### src/rtl/mux3_rr_arbiter.sv
// Round-robin arbiter sharing one Mux3to1 between three requesters and
// feeding a registered valid/ready output stage.

module Mux3to1 #(
   parameter int size = 32
) (
   input  logic [1:0]      select_i,
   input  logic [size-1:0] data0_i,
   input  logic [size-1:0] data1_i,
   input  logic [size-1:0] data2_i,
   output logic [size-1:0] data_o
);

   always_comb begin
      data_o = '0;
      case (select_i)
         2'd0:    data_o = data0_i;
         2'd1:    data_o = data1_i;
         2'd2:    data_o = data2_i;
         default: data_o = '0;
      endcase
   end

endmodule

module mux3_rr_arbiter #(
   parameter int size = 32
) (
   input  logic            clk_i,
   input  logic            rst_i,
   input  logic            req0_i,
   input  logic            req1_i,
   input  logic            req2_i,
   input  logic [size-1:0] data0_i,
   input  logic [size-1:0] data1_i,
   input  logic [size-1:0] data2_i,
   output logic [2:0]      gnt_o,
   output logic [1:0]      select_o,
   output logic            valid_o,
   input  logic            ready_i,
   output logic [size-1:0] data_o
);

   localparam logic [0:0] IDLE = 1'b0;
   localparam logic [0:0] BUSY = 1'b1;

   logic [0:0]      state;
   logic [2:0]      req;
   logic            any_req;
   logic [1:0]      winner;
   logic            capture;
   logic [size-1:0] mux_data;

   assign req     = {req2_i, req1_i, req0_i};
   assign any_req = |req;
   assign capture = any_req && ((state == IDLE) || ready_i);

   // Search starts just after the last granted index and wraps mod 3.
   always_comb begin
      winner = 2'd0;
      case (select_o)
         2'd0: begin
            if (req[1])      winner = 2'd1;
            else if (req[2]) winner = 2'd2;
            else             winner = 2'd0;
         end
         2'd1: begin
            if (req[2])      winner = 2'd2;
            else if (req[0]) winner = 2'd0;
            else             winner = 2'd1;
         end
         default: begin
            if (req[0])      winner = 2'd0;
            else if (req[1]) winner = 2'd1;
            else             winner = 2'd2;
         end
      endcase
   end

   Mux3to1 #(.size(size)) u_mux (
      .select_i (winner),
      .data0_i  (data0_i),
      .data1_i  (data1_i),
      .data2_i  (data2_i),
      .data_o   (mux_data)
   );

   always_ff @(posedge clk_i or posedge rst_i) begin
      if (rst_i) begin
         state    <= IDLE;
         valid_o  <= 1'b0;
         data_o   <= '0;
         gnt_o    <= 3'b000;
         select_o <= 2'd2;
      end else begin
         gnt_o <= 3'b000;
         if (capture) begin
            data_o   <= mux_data;
            valid_o  <= 1'b1;
            select_o <= winner;
            gnt_o    <= 3'b001 << winner;
            state    <= BUSY;
         end else if ((state == BUSY) && ready_i) begin
            valid_o <= 1'b0;
            state   <= IDLE;
         end
      end
   end

endmodule

### config.mk
export PLATFORM = sky130hd
export DESIGN_NAME = mux3_rr_arbiter
export DESIGN_NICKNAME = d
export VERILOG_FILES = /design/src/rtl/mux3_rr_arbiter.sv
export SDC_FILE = /design/constraint.sdc
export NUM_CORES = 1
export LEC_CHECK = 0
export CAP_MARGIN = 5
export CORE_MARGIN = 3
export CORE_UTILIZATION = 60
export DETAILED_ROUTE_END_ITERATION = 10
export DONT_BUFFER_PORTS = 1
export PLACE_DENSITY = 0.77
export SLEW_MARGIN = 40
export SYNTH_ARGS = -nofsm -noshare
export SYNTH_HDL_FRONTEND = slang
export SYNTH_SLANG_ARGS = --single-unit
### constraint.sdc
create_clock -name clk_i -period 2.1 [get_ports clk_i]
set_clock_uncertainty 0.05 [all_clocks]
set_input_delay 0.42 -clock clk_i [delete_from_list [all_inputs] [get_ports clk_i]]
set_output_delay 0.42 -clock clk_i [all_outputs]
set_load 0.05 [all_outputs]
==> results.py <==
metrics = {
    "run_status": {
        "status": "completed",
    },
    "route": {
        "wl_per_cell_um": 21.8,
        "drc_errors": 0,
        "totalWireLength_um": 6260,
        "drtIter0Drc": 258,
        "drtPass1Iterations": 7,
        "via_per_inst": 7.15,
        "ant_nets": 0,
        "vias": 2051,
    },
    "grt": {
        "grt_pass1_vias": 2061,
        "gr-usage-all-layers_pct": 28.1,
        "busiest_layer": "met2",
        "use_met2_pct": 49.5,
        "grt_pass1_wl_um": 9580,
        "grt-ovfl-total": 0,
        "antenna_found_initial": 0,
        "grt_max_degree": 39,
        "gr-usage-met1_pct": 32.7,
        "grt_use_met3_pct": 8.77,
    },
    "cts": {
        "clock_sinks": 38,
        "post_cts_resized": 0,
        "htree_num_levels": 2,
        "clock_path_buffers": 2,
        "post_cts_buffers": 0,
        "clk_latency_ps": 280,
        "holdBufCountCts": 0,
        "cts_tree": "yes",
        "numCtsBuffers": 5,
        "cts_root_buf": "clkbuf_8",
        "clk_pin_slew_ps": 70,
    },
    "critical_path": {
        "worstSetupEndpointType": "flip-flop",
        "cp-start-kind": "flip-flop",
        "cp_data_arrival_time_ps": 2040,
        "path_class": "flip-flop to flip-flop",
        "cp_max_fo": 17,
        "worstPathRequired_ps": 2250,
    },
    "power_and_ir_drop": {
        "power.density_nw_per_um2": 1120,
        "leakage_nw": 0.942,
        "ir_drop_uv": 616,
    },
    "logic_synthesis": {
        "async_reset_ff_share_pct": 100,
        "synth_seq_cells": 38,
        "synth_most_common_cell": "a21oi_1",
        "netlist.area_leader.share_pct": 41.8,
        "syn_inst": 245,
        "synth_seq_area_share_pct": 43.0,
        "synthFlopType": "dfrtp_1",
        "syn_nets": 347,
        "synth_edf_count": 0,
        "yosys.area.top_type": "dfrtp_1",
        "synth_common_cells": "a21oi_1 (64), dfrtp_1 (37), nor2_1 (35), and2_1 (34), a222oi_1 (32)",
        "ys_types": 22,
        "synth_area_um2": 2220,
        "synth.area.top_cells": "dfrtp_1 (42%), a21oi_1 (14%), a222oi_1 (14%), and2_1 (9.6%), nor2_1 (5.9%)",
        "synth_warnings": 0,
        "synth_area_per_cell_um2": 9.04,
    },
    "sta": {
        "hold_violations": 0,
        "setup_tns_ps": 0,
        "setup_viol": 0,
        "final.period_utilization_pct": 89.8,
        "layout_setup_ws_ps": 214,
        "worst_pin_slew_ps": 576,
        "drv_slew": 0,
        "fmax_ghz": 0.530,
        "relSlewSlack_pct": 61.6,
        "rsz0062_at_grt": "false",
        "finalCriticalPeriod_ps": 1890,
        "fin_hold_ws_ps": 91.5,
    },
    "floorplanning": {
        "die_area_um2": 4460,
        "start_util_pct": 64.4,
        "core_area_um2": 3440,
        "die_h_um": 66.8,
        "die_x_um": 66.8,
        "pin_count": 140,
        "rows": 21,
    },
    "final_layout": {
        "fillerInstances": 278,
        "syn2layout_area_growth_pct": 5.82,
        "final_util_pct": 68.1,
        "diodes": 0,
        "final_nets": 342,
        "layout.area.seq_um2": 952,
        "multiInputGateArea_um2": 1150,
        "drive_gt1_share_pct": 9.96,
    },
    "placement": {
        "pre_cts_ws_ps": 68.5,
        "detailed_place_hpwl_um": 4390,
        "routabilityCongestion": 0.722,
        "io_buffers": 0,
    },
    "min_path": {
        "hold_class": "input port to asynchronous set/reset pin",
    },
    "job": {
        "max_cap_viol_count": 0,
    },
}
[critical path, stage by stage, from the launching register on]
cell and delay [ps]:
dfstp_2 650, a21o_1 480, buf_4 340, a222oi_1 120, a21oi_1 160
[cell families (layout without fill, tap and decap cells)]
group	Yosys count	in the layout	share of synthesized area (%)
compound gates	101	101	31.1
simple gates	80	80	19.6
flops	38	38	43.0
buf+inv	26	22	6.38
[layout make-up]
cell class	count	area share [%]
clock buffers	7	3.68
clock inverters	1	0.213
inverters	3	0.480
multi-input cells	181	49.0
flip-flops and latches	38	40.6
well taps	46	2.45
repair buffers	11	3.52
[registers in the layout (all words and copies together), names as in the netlist]
register,flops
data_o,32
gnt_o,3
select_o,2
state,1
[path summary, 6_finish.rpt]
kind                       slack, ps                    start                 endpoint  depth (start not counted)
max                              210  select_o[1]$_DFFE_PP1P_   data_o[23]$_DFFE_PP0P_                          4
min                               90                    rst_i    data_o[8]$_DFFE_PP0P_                          2
max reg2reg                      210  select_o[1]$_DFFE_PP1P_   data_o[23]$_DFFE_PP0P_                          4
min reg2reg                      620  select_o[0]$_DFFE_PP0P_  select_o[0]$_DFFE_PP0P_                          1
max in group asynchronous       1550                    rst_i  select_o[1]$_DFFE_PP1P_                          2
min in group clk_i               260                   req1_i        state$_DFFE_PP0P_                          2
[where the power goes]
group          internal, mW  leakage [nW]  switching (mW)
sequential            0.879         0.438           0.665
clock                 0.265        0.0482           0.239
combinational         0.231         0.456           0.354
total                  1.38         0.942            1.26
[per-stage QoR]
| step | instances | cell area, µm² | power, mW |
|---|---|---|---|
| 5_1_grt | 287 | 2340 | 2.77 |
| 6_report | 287 | 2340 | 2.63 |
| 3_5_place_dp | 278 | 2240 | 2.14 |
| 3_3_place_gp | 278 | 2240 | 2.10 |
| 4_1_cts | 286 | 2330 | 2.64 |
| 2_1_floorplan | 245 | 2220 | 2.01 |
[cell usage in the layout, fill, tap and decap left out, drive strengths merged, types with 2 or more instances in the layout]
master,n
inv,3
clkbuf,7
buf,11
dfrtp,37
and2,34
a21oi,65
a21o,3
nand2,2
nor2,35
a222oi,32
nor3,2
[metal layers]
layer | wire length, µm | vias to the layer above
met5 | 0 | -
met4 | 61 | 0
met3 | 735 | 8
met2 | 3170 | 148
met1 | 2300 | 985
li1 | - | 910
Note: power is estimated with default switching activity, not from simulation.
